--- config.mk ---
export PLATFORM = sky130hd
export DESIGN_NAME = pipe_stage
export DESIGN_NICKNAME = d
export VERILOG_FILES = /design/src/rtl/pipe_stage.sv
export SDC_FILE = /design/constraint.sdc
export NUM_CORES = 1
export LEC_CHECK = 0
export ABC_AREA = 1
export BUFFER_PORTS_ARGS = -buffer_cell sky130_fd_sc_hd__buf_2
export CORE_MARGIN = 3
export CORE_UTILIZATION = 53
export DETAILED_ROUTE_END_ITERATION = 8
export PLACE_DENSITY = 0.9
export SETUP_SLACK_MARGIN = 0.2
export SYNTH_ARGS = -nofsm -noshare
export SYNTH_HDL_FRONTEND = slang
export SYNTH_SLANG_ARGS = --single-unit
--- constraint.sdc ---
create_clock -name CLK -period 3 [get_ports CLK]
set_input_delay 0.45 -clock CLK [delete_from_list [all_inputs] [get_ports CLK]]
set_output_delay 0.45 -clock CLK [all_outputs]
set_load 0.01 [all_outputs]
--- src/rtl/pipe_stage.sv ---
// pipe_stage: valid/ready pipeline stage register for one datapath stage
// boundary. It holds a DATA_W-bit packed payload. Inputs are flush (a
// synchronous squash) and downstream backpressure, which stalls the stage.
// A saturating stall-cycle counter is kept for performance debug.
//
// Build option (macro PIPE_STAGE_SKID_EN):
//   defined   - two-entry skid buffer; in_ready comes from a flop, so there
//               is no combinational path from out_ready; occupancy is 0..2
//   undefined - main register only; in_ready = !out_valid | out_ready
//               (combinational); occupancy is 0..1
//
// Ports:
//   CLK        rising-edge clock
//   RST        asynchronous active-high reset
//   flush      synchronous squash of all held entries (highest priority)
//   in_valid   upstream payload valid
//   in_ready   stage accepts payload this cycle
//   in_data    upstream payload
//   out_valid  payload presented downstream
//   out_ready  downstream accepts payload this cycle
//   out_data   downstream payload (the main register)
//   occupancy  number of entries held
//   stall_cnt  count of cycles with out_valid & !out_ready; saturates, and
//              only RST clears it
module pipe_stage #(
    parameter int DATA_W = 32,
    parameter int CNT_W  = 16
) (
    input  logic              CLK,
    input  logic              RST,
    input  logic              flush,
    input  logic              in_valid,
    output logic              in_ready,
    input  logic [DATA_W-1:0] in_data,
    output logic              out_valid,
    input  logic              out_ready,
    output logic [DATA_W-1:0] out_data,
    output logic [1:0]        occupancy,
    output logic [CNT_W-1:0]  stall_cnt
);

    // The state encoding is the occupancy count itself.
    typedef enum logic [1:0] {
        S_EMPTY = 2'd0,
        S_ONE   = 2'd1,
        S_TWO   = 2'd2
    } state_t;

    state_t            r_state;
    state_t            w_state_nxt;
    logic [DATA_W-1:0] r_main;
    logic              w_load_main_in;
    logic [CNT_W-1:0]  r_stall_cnt;

`ifdef PIPE_STAGE_SKID_EN
    logic [DATA_W-1:0] r_skid;
    logic              r_in_ready;
    logic              w_load_main_skid;
    logic              w_load_skid;
`endif

    // Next-state and load selects
    always_comb begin
        w_state_nxt    = r_state;
        w_load_main_in = 1'b0;
`ifdef PIPE_STAGE_SKID_EN
        w_load_main_skid = 1'b0;
        w_load_skid      = 1'b0;
`endif
        case (r_state)
            S_EMPTY: begin
                if (in_valid) begin
                    w_load_main_in = 1'b1;
                    w_state_nxt    = S_ONE;
                end
            end
            S_ONE: begin
                if (out_ready) begin
                    if (in_valid) w_load_main_in = 1'b1;
                    else          w_state_nxt    = S_EMPTY;
                end
`ifdef PIPE_STAGE_SKID_EN
                // Downstream is stalled, so the new beat goes behind main.
                else if (in_valid) begin
                    w_load_skid = 1'b1;
                    w_state_nxt = S_TWO;
                end
`endif
            end
            S_TWO: begin
`ifdef PIPE_STAGE_SKID_EN
                // The skid entry moves up only after main has left, which
                // keeps the beats in order.
                if (out_ready) begin
                    w_load_main_skid = 1'b1;
                    w_state_nxt      = S_ONE;
                end
`else
                w_state_nxt = S_EMPTY;
`endif
            end
            default: w_state_nxt = S_EMPTY;
        endcase
        // Flush overrides every transition. If the main entry is handed
        // out in the same cycle, it still counts as taken downstream.
        if (flush) w_state_nxt = S_EMPTY;
    end

    always_ff @(posedge CLK or posedge RST) begin
        if (RST) begin
            r_state <= S_EMPTY;
            r_main  <= '0;
        end else begin
            r_state <= w_state_nxt;
            if (flush)               r_main <= '0;
            else if (w_load_main_in) r_main <= in_data;
`ifdef PIPE_STAGE_SKID_EN
            else if (w_load_main_skid) r_main <= r_skid;
`endif
        end
    end

`ifdef PIPE_STAGE_SKID_EN
    always_ff @(posedge CLK or posedge RST) begin
        if (RST) begin
            r_skid     <= '0;
            r_in_ready <= 1'b1;
        end else begin
            if (flush)            r_skid <= '0;
            else if (w_load_skid) r_skid <= in_data;
            // in_ready is registered: a second entry is still free unless
            // the next state is full.
            r_in_ready <= (w_state_nxt != S_TWO);
        end
    end

    assign in_ready  = r_in_ready;
    assign occupancy = r_state;
`else
    logic w_unused_state_msb;
    assign w_unused_state_msb = r_state[1];

    assign in_ready  = (r_state == S_EMPTY) | out_ready;
    assign occupancy = {1'b0, r_state[0]};
`endif

    // The stall counter holds at all-ones. Flush does not clear it.
    always_ff @(posedge CLK or posedge RST) begin
        if (RST) begin
            r_stall_cnt <= '0;
        end else if (out_valid && !out_ready && !(&r_stall_cnt)) begin
            r_stall_cnt <= r_stall_cnt + CNT_W'(1);
        end
    end

    assign out_valid = (r_state != S_EMPTY);
    assign out_data  = r_main;
    assign stall_cnt = r_stall_cnt;

endmodule

* After elaboration in Yosys (flattened, before gate mapping)
Cells that the tools add are included.
** Word-level totals
- Memories :: 0
- Output and inout port bits :: 52
- Logic and storage cells :: 28
- Bits in registers :: 50
- Memory bits (read-only) :: 0
- Latch bits :: 0
- Bits of input ports :: 37
- Memory bits (writable) :: 0
** Cells by class
- Add/sub/neg operators :: 1
- Equality and inequality tests :: 4
- Multipliers :: 0
- Reductions and logical operators :: 9
- $lt $le $gt $ge :: 0
- Muxes and demuxes :: 10
- Div/mod/pow operators :: 0
- Bitwise operators :: 1
- Shifts and indexed selects :: 0
** Operators with widths (count)
- $mux 32 :: 2
- $add 16x1->16 const B :: 1
- $reduce_and 16->1 :: 1
- $ne 3x3->1 const B :: 3
- $mux 2 :: 4
- $pmux 2 s2 :: 1
- $reduce_bool 2->1 :: 2
- $reduce_and 3->1 :: 1
- $eq 2x1->1 const B :: 1
- $logic_and 1x1->1 :: 2
- $logic_not 1->1 :: 2
- $logic_not 2->1 :: 1
- $mux 1 :: 2
- $pmux 1 s2 :: 1
- $or 1x1->1 :: 1

* Depth between registers and ports, before layout
- Depth in word-level cells :: 5
- Mapped depth :: 9
- Mapped depth without buffers :: 9

* Least setup slack after synthesis
No wires, ideal clock.
- Path type :: register -> register
- From :: reg r_stall_cnt[0], in the netlist stall_cnt[0]
- To :: reg r_stall_cnt[2], in the netlist stall_cnt[2]
- Arrival time :: 1.259 ns
- Setup slack :: 1.620 ns
- Stages on the path, launching flop included :: 10
- Required time :: 2.878 ns
- Period minus slack after synthesis :: 1.380 ns
- Buffers on the path :: 0
- Setup time :: 0.122 ns
- Cells stage by stage :: dfrtp_1 > ha_1 > nand2_1 > nor2_1 > nand2_2 > inv_1 > nand2_4 > nand2_4 > nand2_1 > o21ai_2
** On the way
- Cells in the longest elaborated chain, start to end :: 3
- Elaborated cells between the ends (all ways) :: 4
- Those cells by class :: add/sub (1); reduce/logical (3)
** RTL lines
- start, declared :: RTL line 53 : logic [CNT_W-1:0] r_stall_cnt;
- start signal, assigned :: RTL line 152 : r_stall_cnt <= r_stall_cnt + CNT_W'(1);
- branches (longest 3 deep; another with $add 16x1->16)
Several ways; the timed one is not identified.
A chain may end at the register's enable or synchronous reset.

* Final worst setup path
- From :: reg r_state[0]
- To :: reg r_main[17], in the netlist out_data[17]
** On the way
- Cells in the longest elaborated chain, start to end :: 3
- Elaborated cells between the ends (all ways) :: 4
- Those cells by class :: eq/ne (1); mux (1); reduce/logical (2)
** RTL lines
- start, declared :: RTL line 49 : state_t r_state;
- start signal, assigned :: RTL line 114 : r_state <= w_state_nxt;
- $eq 2x1->1 / $logic_not 2->1 (equally long branches) :: RTL line 70 : case (r_state)
- $pmux 1 s2 (*) :: RTL line 70
- $reduce_bool 2->1 (no source line) (*)
- end signal, assigned :: RTL line 116 : else if (w_load_main_in) r_main <= in_data;
- end, declared :: RTL line 51 : logic [DATA_W-1:0] r_main;
Every way passes the cells marked *; elsewhere a longest branch is shown, timed or not.

==> run_results.csv <==
group,metric,value,unit
route,vias,2137,
synthesis,synth-xor-area-share,1.47,%
route,drt-vias-per-instance,5.03,
layout,finalNetCount,412,
global_route,grt_pass1_vias,2030,
sta,fin_worst_skew,0.00584,ns
sta,rsz0062_at_grt,"false",
cts,postCtsSetupBuffers,0,
global_route,grt_pass1_wl,8.90,mm
cts,cts-root-buf,"clkbuf_8",
power_and_ir_drop,power_frac_clock,27.5,%
layout,final_util,70.0,%
cts,cts_max_level,2,
cts,clk_pin_slew_worst_paths,0.09,ns
synthesis,synth_top_cell_by_area,"dfrtp_1",
route,drc,0,
synthesis,synth_top_area_share,51.6,%
power_and_ir_drop,swShare,30.8,%
synthesis,muxShareOfSynthArea,0,%
power_and_ir_drop,power.total,1.44,mW
synthesis,synthTopCellsByArea,"dfrtp_1 (52%), nand2_1 (9.2%), nand3_1 (9.0%), inv_1 (7.6%), o21ai_0 (6.9%)",
synthesis,synthCells,289,
layout,nFillCells,318,
cts,cts_tree,"built",
power_and_ir_drop,pwr-share-comb,18.6,%
cts,cts_hold_buffers,0,
synthesis,netlist_area,2380,sq um
setup_path,reg2reg_to,"out_data[17]$_DFFE_PP0P_",
global_route,grt_max_degree,65,
power_and_ir_drop,power_frac_seq,53.9,%
floorplan,io_pins,89,
cts,clockBufferDepth,2,
sta,fin_crit,1.56,ns
global_route,antenna_found_initial,0,
cts,cts_made_buffers,5,
synthesis,synth.net_count,327,
setup_path,r2r_slack,1.44,ns
setup_path,rr_worst_depth,6,
power_and_ir_drop,p_switching,0.442,mW
layout,fin_area,2920,sq um
floorplan,die_y,73.0,microns
cts,cts-resized-gates,0,
hold_path,worstHoldStart,"flush",
sta,min_period_over_period,52.1,%
setup_path,path_max_fanout,64,
route,dr.first_iter.drc_count,183,
power_and_ir_drop,powerDensity,492,nW/um^2
route,totalWireLength,5.43,mm
place,portBuffers,87,
floorplan,start_util,57.0,%
cts,cts_num_sinks,49,
route,drtAntennaViolNets,0,
sta,hold_viol,0,
setup_path,crit_path_end_kind,"flip-flop",
sta,worstMarginPinSlew,1.00,ns
synthesis,ys_ff_latch,49,
route,dr.pass1.iters,4,
synthesis,ys.flop_type,"dfrtp_1",
synthesis,yosysWarnings,0,
synthesis,synth_top_family_by_area,"simple AND/OR/NAND/NOR gates",
synthesis,post_synth_num_cell_types,25,
setup_path,required,3.22,ns
floorplan,core.rowCount,23,
hold_path,min_to,"r_state[0]$_DFFE_PP0P_",
setup_path,startpoint_type,"flip-flop",
layout,drive_above_1_share,30.7,%
route,wl_per_cell,12.8,microns
synthesis,yosysMostFrequentCell,"nand2_1",
job,drv_cap,0,
floorplan,core,4170,sq um
synthesis,synth_common_cells,"nand2_1 (58), dfrtp_1 (49), inv_1 (48), nand3_1 (43), o21ai_0 (33)",
sta,slew_headroom,32.9,%
layout,area_delta_synth_final,22.7,%
sta,timing.fmax,639,MHz
global_route,overflow,0,
power_and_ir_drop,ir_drop,0.328,mV
synthesis,syn_avg_cell_area,8.23,sq um
synthesis,ys_seq_area_share,51.6,%
place,dp.cells,417,
layout,antenna_cells,0,
status,run_status,"completed",
synthesis,synth-adder-area-share,0.526,%
synthesis,yosys.area_share.simple,26.8,%
synthesis,synth_edf_count,0,
power_and_ir_drop,power.leakage,1.57,nW
cts,clk_latency,0.30,ns
sta,setup_tns,0,ns
sta,finalMaxSlewViolations,0,
setup_path,critPathKind,"flip-flop to flip-flop",
layout,fin_cells,425,
setup_path,worst-endpoint-arrival,1.78,ns
setup_path,reg2reg_from,"r_state[0]$_DFFE_PP0P_",
hold_path,hold_path.class,"input pin to flip-flop",
place,hpwlAfterDp,3.90,mm
synthesis,synth_compound_area_share,8.78,%
power_and_ir_drop,internal_power,0.993,mW
place,gp_congestion,0.802,
sta,finalSetupViolations,0,
hold_path,hold_path_depth,2,
synthesis,ys_async_sr_fraction,100,%
place,placed_area,2830,sq um
global_route,gr-usage-all-layers,21.4,%
floorplan,die_area,5330,sq um
floorplan,die_x,73.0,microns
-- metal layers --
layer | vias to the layer above | part of all wire, % | global-route usage (%)
met5 | - | 0 | 0
met4 | 0 | 2.5 | 9.22
met2 | 57 | 51 | 36.5
met1 | 992 | 42 | 26.6
met3 | 13 | 4.3 | 3.44
li1 | 1075 | - | -
-- cell usage in the layout, fill, tap and decap left out --
cell,count
a21oi_1,1
buf_2,87
buf_4,2
clkbuf_8,5
clkinv_1,1
clkinv_2,1
clkinv_4,2
conb_1,1
dfrtp_1,49
ha_1,1
inv_1,47
inv_2,3
nand2_1,58
nand2_2,3
nand2_4,3
nand3_1,43
nand3b_1,2
nand4_1,5
nor2_1,14
nor2_2,3
nor2_4,3
o21ai_0,33
o21ai_1,1
o21ai_2,2
o21ai_4,1
xnor2_1,3
xor2_1,1
-- how the worst max path moves through the flow --
stage	from	to	slack (ns)	cells past startpoint
floorplan	RST	out_data[0]$_DFFE_PP0P_	1.38	1
global route	r_state[0]$_DFFE_PP0P_	out_data[7]$_DFFE_PP0P_	1.27	6
CTS	r_state[0]$_DFFE_PP0P_	out_data[17]$_DFFE_PP0P_	1.41	6
finish	r_state[0]$_DFFE_PP0P_	out_data[17]$_DFFE_PP0P_	1.44	6
global placement	out_ready	out_data[17]$_DFFE_PP0P_	1.39	8
detailed placement	out_ready	out_data[17]$_DFFE_PP0P_	1.29	8
-- power groups by stage --
| stage | Clock, mW | Combinational (mW) | Sequential [mW] |
|---|---|---|---|
| after CTS | 0.403 | 0.272 | 0.773 |
| final | 0.395 | 0.267 | 0.773 |
| after floorplan | 0 | 0.135 | 0.807 |
| after global routing | 0.430 | 0.303 | 0.783 |
| after global placement | 0 | 0.264 | 0.782 |
| after detailed placement | 0 | 0.271 | 0.785 |
-- state kept, by name (all words and copies together) (netlist names) --
name,cells
r_state,1
stall_cnt,16
out_data,32
-- per-stage QoR --
stage | hold slack (ns) | worst slack (ns)
after floorplan | 0.513 | 1.38
after global placement | 0.510 | 1.39
after detailed placement | 0.521 | 1.29
after CTS | 0.297 | 1.41
after global routing | 0.303 | 1.27
final | 0.301 | 1.44
-- cell families after synthesis --
kind of cell,after synthesis
compound gates,38
xor+xnor,4
fa+ha+maj,1
buf+inv,62
flops,49
other cells,1
simple gates,134
-- area by class of cell --
type	count	area, sq um	area share (%)
flip-flops and latches	49	1230	42.0
multi-input cells	178	897	30.7
repair buffers	89	450	15.4
inverters	51	191	6.56
clock buffers	5	68.8	2.36
well taps	50	62.6	2.14
clock inverters	3	22.5	0.772
-- critical path: stages, from the launching register on --
cell and delay (ns):
dfrtp_1 0.43, nand2_4 0.13, inv_2 0.08, o21ai_4 0.11, buf_4 0.44, nand3_1 0.14
o21ai_0 0.13
(Power assumes the default switching activity.)
